### src/rtl/alu_pkg.sv
// Shared definitions for the execute-stage logic datapath and its arbiter.
// Holds opcode encodings, default widths and the result-register state type.
package alu_pkg;

    localparam int WIDTH = 32;
    localparam int OPW   = 2;

    localparam logic [OPW-1:0] OP_AND = 2'b00;
    localparam logic [OPW-1:0] OP_OR  = 2'b01;
    localparam logic [OPW-1:0] OP_XOR = 2'b10;
    localparam logic [OPW-1:0] OP_NOR = 2'b11;

    typedef enum logic {
        ST_EMPTY = 1'b0,
        ST_FULL  = 1'b1
    } state_e;

endpackage

### src/rtl/logic_unit_arbiter_if.sv
// Handshake bundle between the two requesters, the arbiter and the result consumer.
// The arbiter sits on the slave side; requesters and consumer drive the master side.
interface logic_unit_arbiter_if
    import alu_pkg::*;
#(
    parameter int WIDTH = alu_pkg::WIDTH
);

    logic             req0_valid;
    logic             req0_ready;
    logic [OPW-1:0]   req0_op;
    logic [WIDTH-1:0] req0_a;
    logic [WIDTH-1:0] req0_b;

    logic             req1_valid;
    logic             req1_ready;
    logic [OPW-1:0]   req1_op;
    logic [WIDTH-1:0] req1_a;
    logic [WIDTH-1:0] req1_b;

    logic             rsp_valid;
    logic             rsp_ready;
    logic             rsp_id;
    logic [WIDTH-1:0] rsp_data;

    modport slave (
        input  req0_valid, req0_op, req0_a, req0_b,
        output req0_ready,
        input  req1_valid, req1_op, req1_a, req1_b,
        output req1_ready,
        output rsp_valid, rsp_id, rsp_data,
        input  rsp_ready
    );

    modport master (
        output req0_valid, req0_op, req0_a, req0_b,
        input  req0_ready,
        output req1_valid, req1_op, req1_a, req1_b,
        input  req1_ready,
        input  rsp_valid, rsp_id, rsp_data,
        output rsp_ready
    );

endinterface

### src/rtl/logic_unit.sv
// Combinational full-width bitwise datapath: AND, OR, XOR, NOR selected by opcode.
// No carry or flags; shared by both requesters through the arbiter's grant mux.
module logic_unit
    import alu_pkg::*;
#(
    parameter int WIDTH = alu_pkg::WIDTH
) (
    input  logic [OPW-1:0]   op,
    input  logic [WIDTH-1:0] a,
    input  logic [WIDTH-1:0] b,
    output logic [WIDTH-1:0] y
);

    always_comb begin
        // NOTE: assigning a default before the case keeps y fully specified on every path, so no latch is inferred.
        y = '0;
        case (op)
            OP_AND: y = a & b;
            OP_OR:  y = a | b;
            OP_XOR: y = a ^ b;
            OP_NOR: y = ~(a | b);
            default: y = '0;
        endcase
    end

endmodule

### src/rtl/logic_unit_arbiter.sv
// Round-robin arbiter sharing one logic_unit between the integer pipeline (0) and
// the branch/compare helper (1), with a single registered result entry and backpressure.
module logic_unit_arbiter
    import alu_pkg::*;
#(
    parameter int WIDTH = alu_pkg::WIDTH,
    parameter int OPW   = alu_pkg::OPW
) (
    input  logic                 clk,
    input  logic                 rst_n,
    logic_unit_arbiter_if.slave  bus
);

    state_e           state_q,      state_d;
    logic             rsp_id_q,     rsp_id_d;
    logic [WIDTH-1:0] rsp_data_q,   rsp_data_d;
    logic             last_grant_q, last_grant_d;

    logic             can_accept;
    logic             grant_valid;
    logic             grant_id;
    logic             accept;
    logic [OPW-1:0]   mux_op;
    logic [WIDTH-1:0] mux_a;
    logic [WIDTH-1:0] mux_b;
    logic [WIDTH-1:0] unit_y;

    // Grant: a lone requester wins; on a tie the one not served last wins.
    always_comb begin
        grant_valid = 1'b0;
        grant_id    = 1'b0;
        if (bus.req0_valid && bus.req1_valid) begin
            grant_valid = 1'b1;
            grant_id    = ~last_grant_q;
        end else if (bus.req0_valid) begin
            grant_valid = 1'b1;
            grant_id    = 1'b0;
        end else if (bus.req1_valid) begin
            grant_valid = 1'b1;
            grant_id    = 1'b1;
        end
    end

    assign can_accept     = (state_q == ST_EMPTY) || bus.rsp_ready;
    assign accept         = can_accept && grant_valid;
    assign bus.req0_ready = accept && (grant_id == 1'b0);
    assign bus.req1_ready = accept && (grant_id == 1'b1);

    assign mux_op = grant_id ? bus.req1_op : bus.req0_op;
    assign mux_a  = grant_id ? bus.req1_a  : bus.req0_a;
    assign mux_b  = grant_id ? bus.req1_b  : bus.req0_b;

    logic_unit #(
        .WIDTH (WIDTH)
    ) u_logic_unit (
        .op (mux_op),
        .a  (mux_a),
        .b  (mux_b),
        .y  (unit_y)
    );

    // Refill takes priority over drain so a held rsp_ready gives one result per cycle.
    always_comb begin
        state_d      = state_q;
        rsp_id_d     = rsp_id_q;
        rsp_data_d   = rsp_data_q;
        last_grant_d = last_grant_q;
        if (accept) begin
            state_d      = ST_FULL;
            rsp_id_d     = grant_id;
            rsp_data_d   = unit_y;
            last_grant_d = grant_id;
        end else if ((state_q == ST_FULL) && bus.rsp_ready) begin
            state_d = ST_EMPTY;
        end
    end

    // NOTE: the result payload is reset along with the valid bit so a discarded in-flight result never shows on rsp_data.
    always_ff @(posedge clk or negedge rst_n) begin
        if (!rst_n) begin
            state_q      <= ST_EMPTY;
            rsp_id_q     <= 1'b0;
            rsp_data_q   <= '0;
            last_grant_q <= 1'b1;
        end else begin
            // NOTE: non-blocking assignments so every flop samples the pre-edge values of the others.
            state_q      <= state_d;
            rsp_id_q     <= rsp_id_d;
            rsp_data_q   <= rsp_data_d;
            last_grant_q <= last_grant_d;
        end
    end

    assign bus.rsp_valid = (state_q == ST_FULL);
    assign bus.rsp_id    = rsp_id_q;
    assign bus.rsp_data  = rsp_data_q;

endmodule

### src/flat_wrapper.sv
// flat-port wrapper written by rule: the top's interface ports become plain ports
module logic_unit_arbiter_flat import alu_pkg::*;
#(
    parameter int WIDTH = alu_pkg::WIDTH,
    parameter int OPW   = alu_pkg::OPW
)
  (clk, rst_n, bus_req0_valid, bus_req0_op, bus_req0_a, bus_req0_b, bus_req0_ready, bus_req1_valid, bus_req1_op, bus_req1_a, bus_req1_b, bus_req1_ready, bus_rsp_valid, bus_rsp_id, bus_rsp_data, bus_rsp_ready);
  logic_unit_arbiter_if #(.WIDTH(WIDTH)) bus_i ();
  input  logic clk;
  input  logic rst_n;
  input wire logic [$bits(bus_i.req0_valid)-1:0] bus_req0_valid;
  input wire logic [$bits(bus_i.req0_op)-1:0] bus_req0_op;
  input wire logic [$bits(bus_i.req0_a)-1:0] bus_req0_a;
  input wire logic [$bits(bus_i.req0_b)-1:0] bus_req0_b;
  output wire logic [$bits(bus_i.req0_ready)-1:0] bus_req0_ready;
  input wire logic [$bits(bus_i.req1_valid)-1:0] bus_req1_valid;
  input wire logic [$bits(bus_i.req1_op)-1:0] bus_req1_op;
  input wire logic [$bits(bus_i.req1_a)-1:0] bus_req1_a;
  input wire logic [$bits(bus_i.req1_b)-1:0] bus_req1_b;
  output wire logic [$bits(bus_i.req1_ready)-1:0] bus_req1_ready;
  output wire logic [$bits(bus_i.rsp_valid)-1:0] bus_rsp_valid;
  output wire logic [$bits(bus_i.rsp_id)-1:0] bus_rsp_id;
  output wire logic [$bits(bus_i.rsp_data)-1:0] bus_rsp_data;
  input wire logic [$bits(bus_i.rsp_ready)-1:0] bus_rsp_ready;
  assign bus_i.req0_valid = bus_req0_valid;
  assign bus_i.req0_op = bus_req0_op;
  assign bus_i.req0_a = bus_req0_a;
  assign bus_i.req0_b = bus_req0_b;
  assign bus_req0_ready = bus_i.req0_ready;
  assign bus_i.req1_valid = bus_req1_valid;
  assign bus_i.req1_op = bus_req1_op;
  assign bus_i.req1_a = bus_req1_a;
  assign bus_i.req1_b = bus_req1_b;
  assign bus_req1_ready = bus_i.req1_ready;
  assign bus_rsp_valid = bus_i.rsp_valid;
  assign bus_rsp_id = bus_i.rsp_id;
  assign bus_rsp_data = bus_i.rsp_data;
  assign bus_i.rsp_ready = bus_rsp_ready;
  logic_unit_arbiter #(.WIDTH(WIDTH), .OPW(OPW)) u_core (.clk(clk), .rst_n(rst_n), .bus(bus_i));
endmodule
### config.mk
export PLATFORM = sky130hd
export DESIGN_NAME = logic_unit_arbiter_flat
export DESIGN_NICKNAME = d
export VERILOG_FILES = /design/src/rtl/alu_pkg.sv /design/src/rtl/logic_unit_arbiter_if.sv /design/src/rtl/logic_unit.sv /design/src/rtl/logic_unit_arbiter.sv /design/src/flat_wrapper.sv
export SDC_FILE = /design/constraint.sdc
export NUM_CORES = 1
export LEC_CHECK = 0
export CORE_MARGIN = 4
export CORE_UTILIZATION = 45
export DETAILED_ROUTE_END_ITERATION = 10
export PLACE_DENSITY = 0.82
export SETUP_SLACK_MARGIN = 0.02
export SYNTH_ARGS = -nofsm -noshare
export SYNTH_HDL_FRONTEND = slang
export SYNTH_SLANG_ARGS = --single-unit
### constraint.sdc
create_clock -name clk -period 2.87 [get_ports clk]
set_clock_uncertainty 0.1 [all_clocks]
set_input_delay 0.4305 -clock clk [delete_from_list [all_inputs] [get_ports clk]]
set_output_delay 0.4305 -clock clk [all_outputs]
set_load 0.05 [all_outputs]
==> Yosys cells after proc, flatten, opt, wreduce, memory -nomap -nowiden <==
Index checks and enable logic that the tools add are counted.
{ "classes": {"n_eq_ne": 3, "muxes": 11, "bitwise_logic": 7, "n_reduce_logical": 8} }
{ "ops": {"columns": ["cell", "n"], "rows": [
  ["32-bit case mux with 4 select lines", 1],
  ["32-bit 2-to-1 mux", 2],
  ["32-bit AND", 1],
  ["32-bit NOT", 1],
  ["32-bit OR", 1],
  ["32-bit XOR", 1],
  ["1-bit 2-to-1 mux", 7],
  ["1-bit logical AND", 5],
  ["2-bit == test, second input constant", 2],
  ["1-bit NOT", 3],
  ["2-bit by 1-bit == test with 1-bit output, second input constant", 1],
  ["2-bit zero test", 1],
  ["2-bit 2-to-1 mux", 1],
  ["2-bit nonzero test", 1],
  ["1-bit logical OR", 1]
]} }
{ "word_totals": {"regBits": 35, "inputBits": 137, "output_inout_bits": 36, "word_cells": 33} }

==> Longest topological paths before layout <==
Gate-level depths: netlist of run 1.
{ "depth": {"word_depth": 7, "ltp_mapped": 12, "depth_no_buf": 9} }

==> By module <==
Synthesis of run 1 repeated with hierarchy kept, for this count alone.
{ "hier_totals": {"hier_cells": 393, "hier_area_um2": 4428.0} }
{ "by_module_without_submodules": {"columns": ["mod", "n_inst", "cells_each", "area_each_um2", "seq_area_each_um2"], "rows": [
  ["logic_unit_arbiter", 1, 158, 2322.2, 877.1],
  ["logic_unit", 1, 235, 2105.8, 0.0]
]} }

==> Worst setup path after synthesis of run 1 <==
No wires, ideal clock.
{ "synth_timing": {"path_type": "register to output", "startpoint": "register u_core.state_q (netlist: u_core.bus.rsp_valid)", "endpoint": "output bus_req0_ready", "t_arrival_ns": 1.763, "required_ns": 2.339, "path_slack_ns": 0.576, "stages_incl_launch_ff": 5, "n_path_buf": 1, "path_cell_list": "dfrtp_1 -> nand2b_1 -> o21ai_1 -> clkbuf_1 -> nor2_1"} }
{ "synth_via": {"elab_chain_len": 4} }
{ "synth_rtl": {"columns": ["item", "line", "rtl"], "rows": [
  ["start, declared", "logic_unit_arbiter.sv:14", "state_e state_q, state_d;"],
  ["start signal, assigned", "logic_unit_arbiter.sv:87", "state_q <= state_d;"],
  ["1-bit NOT", "logic_unit_arbiter.sv:44", "assign can_accept = (state_q == ST_EMPTY) || bus.rsp_ready;"],
  ["1-bit logical OR", "logic_unit_arbiter.sv:44", null],
  ["1-bit logical AND", "logic_unit_arbiter.sv:45", "assign accept = can_accept && grant_valid;"],
  ["1-bit logical AND", "logic_unit_arbiter.sv:46", "assign bus.req0_ready = accept && (grant_id == 1'b0);"],
  ["end, declared", "flat_wrapper.sv:15", "output wire logic [$bits(bus_i.req0_ready)-1:0] bus_req0_ready;"]
]} }
Every way passes these cells.

==> Worst setup path in the final report of run 1 <==
{ "layout_timing": {"startpoint": "input bus_req1_valid", "endpoint": "register u_core.rsp_data_q[26] (netlist: u_core.bus.rsp_data[26])"} }
{ "layout_via": {"elab_chain_len": 7, "elab_cells_between_ends": 19, "cone_classes": "3 x eq/ne; 9 x mux; 4 x bitwise; 3 x reduce/logical"} }
{ "layout_rtl": {"columns": ["item", "line", "rtl"], "rows": [
  ["start, declared", "flat_wrapper.sv:16", "input wire logic [$bits(bus_i.req1_valid)-1:0] bus_req1_valid;"],
  ["1-bit 2-to-1 mux", "logic_unit_arbiter.sv:38", "end else if (bus.req1_valid) begin"],
  ["1-bit 2-to-1 mux", "logic_unit_arbiter.sv:35", "end else if (bus.req0_valid) begin"],
  ["1-bit 2-to-1 mux", "logic_unit_arbiter.sv:32", "if (bus.req0_valid && bus.req1_valid) begin"],
  ["32-bit 2-to-1 mux (on tied branches)", "logic_unit_arbiter.sv:50, logic_unit_arbiter.sv:51", null],
  ["32-bit OR", "logic_unit.sv:19, logic_unit.sv:21", null],
  ["32-bit NOT", "logic_unit.sv:21", "OP_NOR: y = ~(a | b);"],
  ["32-bit case mux with 4 select lines", "logic_unit.sv:17", "case (op)"],
  ["end signal, assigned", "logic_unit_arbiter.sv:89", "rsp_data_q <= rsp_data_d;"],
  ["end, declared", "logic_unit_arbiter.sv:16", "logic [WIDTH-1:0] rsp_data_q, rsp_data_d;"]
]} }
Several ways; a longest one is shown, not always the timed one.
A chain may end at the register's enable or synchronous reset.

==> results.md, run 1 <==
* Total Power at 2.66 mW
* Max cap viols at 0
* Worst slew pin tran at 0.897 ns
* Switching share of power at 0.456
* Maximum number of pins on one net before global-route repair at 58
* Tmin final at 2.57 ns
* RR Startpoint: u_core.last_grant_q$_DFFE_PN1P_
* Status: finished, final reports clean
* Syn Inst Count at 609
* Slew Viols, Final at 0
* Setup TNS at 0 ns
* Chip Width at 108 um
* Netlist cell types at 27
* Area contributors post-synth: dfrtp_1, ha_1, nand2_1, mux2i_1, xnor2_1
* Crit-path max FO at 57
* Multiplexer share of the synthesized area at 0.0781
* First-pass GRT wire length at 23700 um
* Startpoint class of the critical path: input pin
* Final WS setup at 0.303 ns
* Initial antenna violation count at 0
* CTS tree: done
* Sequential Power Share at 0.246
* CTS buffer count at 5
* Crit-path max cell delay at 0.51 ns
* Setup WS pre-CTS at 0.0102 ns
* Post-synthesis xor/xnor area fraction at 0.124
* Power Density at 405 nW/um2
* Slew Limit Headroom at 0.402
* Vias per inst at 5.36
* DRC Markers at 0
* Input/output buffers at 172
* Number of setup violations in the final report at 0
* Remaining global-route overflow at 0
* Synth Area in Simple Gates at 0.205
* Final Hold Viols at 0
* Leak at 3.18 nW
* Row Count at 36
* RSZ-0062 raised after global routing: no
* R2R Setup Slk at 0.47 ns
* Slowest CP cell: clkdlybuf4s50_1
* Final Routed Wirelength at 15000 um
* Adder-cell share of the synthesized area at 0.177
* # diodes at 0
* Setup crit start: bus_req1_valid
* Share of layout cells above drive strength 1 at 0.0609
* Setup crit end: u_core.bus.rsp_data[26]$_DFFE_PN0P_
* H-tree depth at 2
* Via Count at 4851
* All-Layer GR Usage at 0.250
* DRT iter0 DRCs at 266
* Clk root buf: clkbuf_8
* Clk buf depth at 2
* CP endpoint kind: flop
* Post-CTS Setup Repair Bufs at 0
* WP data arrival at 2.63 ns
* R2r endpoint: u_core.bus.rsp_data[26]$_DFFE_PN0P_
* Warnings, synthesis at 0
* FF+latch count, synth at 35
* CP required at 2.93 ns
* Vias in the first global route at 5139
* Nets at 972
* IR drop worst, VDD at 0.000222 V
* Final GP Congestion at 0.839
* Syn avg cell area at 7.45 um2
* Clk network pwr share at 0.137
* Post-DP HPWL at 11500 um
* Initial core utilization at 0.464
* Final period util at 0.894
* Drt wl/cell at 16.5 um
* Number of iterations in the first detailed-routing pass at 5
* Boundary pin count at 173
* Skew-Pair Late Insertion Delay at 0.28 ns
* Synth-to-layout area growth at 44.8%
* Int Pwr at 1.45 mW
* Clock tree sinks at 35
* ANT nets after route at 0
* Largest family of logic cells by synthesized area: simple AND/OR/NAND/NOR gates
* Hold Buf Count CTS at 0
* Seq/Total Area, Yosys at 0.193
* Post-Syn Area at 4530 um2
* Post-cts sizing count at 0
* Psw at 1.21 mW
* Leading area contributor after synthesis: dfrtp_1
* Core area at 9770 um2
* Die area at 11700 um2
* Die H at 108 um
* Fmax achieved at 390 MHz
* Post-Syn Nets at 810
* Combinational share of power at 0.616
* Min-Delay Path Class: in -> async
* Ordered cell list for the critical path: clkdlybuf4s50_1, a21bo_4, buf_12, mux2i_1, ha_1, xor2_1, nand3_1, o211ai_1, a32oi_1
* Top cell type's share of synthesized area at 0.188
* Clock transition at the registers of the reported paths at 0.07 ns
* Worst Path Class, Setup: in -> reg
* Post-synthesis compound-gate area fraction at 0.126
* Worst-case reg-to-reg path depth at 8
cell usage in the layout, fill, tap and decap left out:
cell,synthesis,routed
nand2b_1,1,1
mux2i_1,32,32
nor2_2,0,1
nor2_1,4,3
o21ai_4,0,1
a21bo_4,0,1
inv_1,64,64
ha_1,64,64
clkdlybuf4s50_1,0,167
clkbuf_1,18,3
nand2_2,1,1
clkbuf_8,0,5
xnor2_1,32,32
mux2i_4,1,1
nand3_1,32,32
buf_2,25,3
a32oi_2,1,1
dfrtp_1,34,34
buf_4,1,26
xor2_1,32,32
nand2_1,194,194
a21o_1,2,2
a32oi_1,31,31
buf_12,0,4
dfstp_2,1,1
o211ai_1,32,32
a21boi_4,0,1
mux2_2,1,1
nor2b_1,1,1
and3_1,1,1
layer usage:
layer | GRT usage | part of all wire
met4 | 0.0803 | 0.017
met1 | 0.289 | 0.39
met5 | 0 | 0
met2 | 0.456 | 0.50
met3 | 0.0531 | 0.092
cell type report:
cell class	instances	area [um2]
Clock buffer	8	80.1
Fill cell	827	3210
Inverter	64	240
Multi-Input combinational cell	465	3240
Sequential cell	35	877
Tap cell	133	166
Timing Repair Buffer	200	1960
worst min path at each step:
stage                                                      to                          start  slack (ns)  depth (start not counted)
after global routing      u_core.bus.rsp_data[22]$_DFFE_PN0P_                          rst_n        0.20                          1
after CTS                  u_core.bus.rsp_data[4]$_DFFE_PN0P_                          rst_n        0.19                          1
after floorplan            u_core.bus.rsp_data[0]$_DFFE_PN0P_                          rst_n        0.03                          0
after detailed placement        u_core.bus.rsp_id$_DFFE_PN0P_  u_core.bus.rsp_id$_DFFE_PN0P_        0.39                          1
final                      u_core.bus.rsp_data[2]$_DFFE_PN0P_                          rst_n        0.15                          1
after global placement          u_core.bus.rsp_id$_DFFE_PN0P_  u_core.bus.rsp_id$_DFFE_PN0P_        0.36                          1
cell usage after synthesis:
| cell type | instances |
|---|---|
| dfrtp_1 | 34 |
| o211ai_1 | 32 |
| nand2_1 | 194 |
| buf_4 | 1 |
| a21boi_2 | 1 |
| a32oi_2 | 1 |
| xor2_1 | 32 |
| nor2_1 | 4 |
| inv_1 | 64 |
| buf_1 | 1 |
| mux2i_1 | 32 |
| o21ai_1 | 1 |
| a21bo_1 | 1 |
| and3_1 | 1 |
| clkbuf_1 | 18 |
| nand2_2 | 1 |
| a21o_1 | 2 |
| nor2b_1 | 1 |
| mux2i_4 | 1 |
| mux2_2 | 1 |
| nand2b_1 | 1 |
| a32oi_1 | 31 |
| nand3_1 | 32 |
| ha_1 | 64 |
| dfstp_2 | 1 |
| xnor2_1 | 32 |
| buf_2 | 25 |
per-stage QoR:
step,util,cell area [um2],hold slack (ns),std cells
3_5_place_dp,0.664,6490,0.390,897
5_1_grt,0.672,6570,0.203,905
4_1_cts,0.672,6570,0.187,905
6_report,0.672,6570,0.152,905
3_3_place_gp,0.664,6490,0.361,897
2_1_floorplan,-,4530,0.0349,609
cell families after synthesis:
logic type / after synthesis
and+or+nand+nor: 234
muxes: 34
DFF: 35
adders and majority gates: 64
AOI/OAI and AO/OA: 69
xor gates and xnor gates: 64
buffers and inverters: 109
registers in the layout, summed over array words and instances (netlist names):
signal,flops
u_core.bus.rsp_data,32
u_core.bus.rsp_id,1
u_core.bus.rsp_valid,1
u_core.last_grant_q,1
critical path: cells and delay by family:
family / cells / cell delay, ns
buffers and inverters: 2 / 0.81
xor gates and xnor gates: 1 / 0.15
and+or+nand+nor: 1 / 0.09
AOI/OAI and AO/OA: 3 / 0.51
adders and majority gates: 1 / 0.26
muxes: 1 / 0.34
power by group through the flow:
stage,clock network [mW],logic [mW],registers [mW]
5_1_grt,0.393,1.77,0.666
4_1_cts,0.368,1.64,0.655
3_5_place_dp,0,1.64,0.661
2_1_floorplan,0,0.670,0.991
3_3_place_gp,0,1.57,0.662
6_report,0.366,1.64,0.655
(Power assumes the default switching activity.)
==> inputs of run 2 (changes only) <==
--- a/config.mk
+++ b/config.mk
@@ -6,9 +6,9 @@
 export NUM_CORES = 1
 export LEC_CHECK = 0
 export CORE_MARGIN = 4
-export CORE_UTILIZATION = 45
+export CORE_UTILIZATION = 46
 export DETAILED_ROUTE_END_ITERATION = 10
-export PLACE_DENSITY = 0.82
+export PLACE_DENSITY = 0.83
 export SETUP_SLACK_MARGIN = 0.02
 export SYNTH_ARGS = -nofsm -noshare
 export SYNTH_HDL_FRONTEND = slang
==> run 2 against run 1 <==
Final cell count is 1.5% lower. Hold slack improved by 0.0015 ns. Cell area shrank 0.95%. Register-to-register slack improved by 0.10 ns. Setup slack gained 0.041 ns. Non-clock buffer count decreased by 10. Die area fell by 2.0%. First-iteration DRC count shrank 6.4%. Total power fell by 1.3%. Combinational power hardly changed. Via count shrank 3.5%. Sequential share of layout area rose by 0.13 points. Critical path type unchanged. Largest power group unchanged.
==> results.md, run 2 (synthesis results as in run 1) <==
* Status: finished, final reports clean
* Commonest non-fill, non-tap cells in the layout: nand2_1, clkdlybuf4s50_1, inv_1, ha_1, dfrtp_1
* Number of setup violations in the final report at 0 (unchanged)
* Die H at 107 um (-1.0%)
* Setup TNS at 0 ns (unchanged)
* Final period util at 0.880 (-0.0144)
* Worst path bufs/invs at 2 (unchanged)
* Register area at 877 um2 (unchanged)
* All-Layer GR Usage at 0.238 (-0.0117)
* CTS buffer count at 5 (unchanged)
* H-tree depth at 2 (unchanged)
* CTS tree: done
* RSZ-0062 raised after global routing: no
* Boundary pin count at 173 (unchanged)
* Initial core utilization at 0.482 (+0.0177)
* Final Routed Wirelength at 14100 um (-5.9%)
* Clk root buf: clkbuf_8
* Max cap viols at 0 (unchanged)
* Post-CTS Setup Repair Bufs at 0 (unchanged)
* Number of flip-flops in the largest register at 32 (unchanged)
* Skew-Pair Late Insertion Delay at 0.28 ns (about the same)
* Final Hold Viols at 0 (unchanged)
* Min-Delay Path Class: in -> async
* Fillers at 765 (-7.5%)
* Detailed route wirelength on metal2 at 7100 um (-5.5%)
* Post-DP HPWL at 10400 um (-9.7%)
* Drt wl/cell at 15.8 um (-4.4%)
* Slowest CP cell: mux2_2
* Vias in the first global route at 4674 (-9.0%)
* Worst-case reg-to-reg path depth at 8 (unchanged)
* Crit-path max FO at 33 (-42%)
* ANT nets after route at 0 (unchanged)
* Layout Cells excl Fill at 891 (-1.5%)
* Slew Viols, Final at 0 (unchanged)
* Clk buf depth at 2 (unchanged)
* Hold Buf Count CTS at 0 (unchanged)
* Core area at 9420 um2 (-3.7%)
* Input/output buffers at 172 (unchanged)
* Highest metal used: met4
* Fmax achieved at 396 MHz (+1.6%)
* DRC Markers at 0 (unchanged)
* DRT iter0 DRCs at 249 (-6.4%)
* Crit path depth at 6 (-3)
* Chip Width at 107 um (-1.0%)
* Clock transition at the registers of the reported paths at 0.07 ns (about the same)
* CP endpoint kind: flop
* Slew Limit Headroom at 0.426 (+0.0239)
* RR Startpoint: u_core.last_grant_q$_DFFE_PN1P_
* Remaining global-route overflow at 0 (unchanged)
* IR drop worst, VDD at 0.000243 V (+9.2%)
* Synth-to-layout area growth at 43.4%
* Row Count at 35 (-2.8%)
* Crit path max-delay family: buffers and inverters
* Final GP Congestion at 0.822 (-2.0%)
* Power Density at 404 nW/um2 (-0.38%)
* Number of iterations in the first detailed-routing pass at 4 (-1)
* Post-cts sizing count at 0 (unchanged)
* R2R Setup Slk at 0.57 ns (+0.10 ns)
* Final WS setup at 0.345 ns (+0.0413 ns)
* Die area at 11500 um2 (-2.0%)
* Maximum number of pins on one net before global-route repair at 36 (-38%)
* R2r endpoint: u_core.bus.rsp_data[26]$_DFFE_PN0P_
* Fin util at 0.691 (+0.0190)
* Via Count at 4680 (-3.5%)
* Tmin final at 2.53 ns (-0.0413 ns)
* CP required at 2.97 ns (+0.04 ns)
* Total Power at 2.63 mW (-1.3%)
* Crit-path max cell delay at 0.73 ns (+0.22 ns)
* Leak at 3.14 nW (-1.3%)
* Worst Path Class, Setup: in -> reg
* Worst slew pin tran at 0.861 ns (-0.0359 ns)
* Met1 wire length at 5750 um (-0.93%)
* Multi-input logic area at 3230 um2 (-0.23%)
* Clock tree sinks at 35 (unchanged)
* Startpoint class of the critical path: input pin
* WP data arrival at 2.63 ns (about the same)
* Commonest non-fill, non-tap cell in the layout: nand2_1
* Vias per inst at 5.25 (-2.0%)
* Setup WS pre-CTS at 0.0581 ns (+0.0479 ns)
* Ordered cell list for the critical path: clkdlybuf4s50_1, a21bo_4, buf_12, mux2_2, nand2_1, a32oi_1
* Nets at 962 (-1.0%)
* First-pass GRT wire length at 22400 um (-5.7%)
* DR WL met3 at 1100 um (-20%)
* Placed Cells at 883 (-1.6%)
* Initial antenna violation count at 0 (unchanged)
* Share of layout cells above drive strength 1 at 0.0486 (-0.0123)
* # diodes at 0 (unchanged)
run 2: cell types whose count changed in the layout (fill, tap and decap cells not counted), sizes merged:
cell / delta
buf: -10
run 2: per-layer routing:
layer	global-route usage	vias to the layer above
li1	-	2300
met1	0.293	2181
met2	0.432	188
met3	0.0444	11
met4	0.0484	0
met5	0	-
run 2: cell type report:
class | count | share of cell area
Multi-Input combinational cell | 465 | 0.497
Inverter | 64 | 0.0369
Tap cell | 129 | 0.0248
Timing Repair Buffer | 190 | 0.294
Sequential cell | 35 | 0.135
Clock buffer | 8 | 0.0123
run 2: worst reg2reg max path, cell delays in order, from the launching register on:
cell and delay (ns):
dfstp_2 0.59, a21bo_4 0.22, buf_12 0.23, mux2i_1 0.33, ha_1 0.26, xor2_1 0.16, nand3_1 0.09, o211ai_1 0.14
a32oi_1 0.07
run 2: metrics by stage:
stage	hold WS [ns]	cell area (um2)
finish	0.153	6500
global route	0.221	6500
CTS	0.189	6500
detailed placement	0.369	6420
global placement	0.365	6420
floorplan	0.0349	4530
run 2: where the power goes:
part	leakage [nW]	switching, mW	internal [mW]
registers	0.420	0.0668	0.593
clock network	0.0395	0.187	0.173
logic	2.68	0.937	0.670
total	3.14	1.19	1.43
run 2: worst max-delay path by stage:
stage	from	end	slack [ns]
after floorplan	u_core.bus.rsp_valid$_DFFE_PN0P_	bus_req0_ready	0.58
after CTS	bus_req1_valid	u_core.bus.rsp_data[23]$_DFFE_PN0P_	0.35
final	bus_req1_valid	u_core.bus.rsp_data[27]$_DFFE_PN0P_	0.34
after global routing	bus_req1_valid	u_core.bus.rsp_data[12]$_DFFE_PN0P_	0.26
after detailed placement	bus_req1_valid	u_core.bus.rsp_data[23]$_DFFE_PN0P_	0.06
after global placement	bus_req1_valid	u_core.bus.rsp_data[7]$_DFFE_PN0P_	0.13
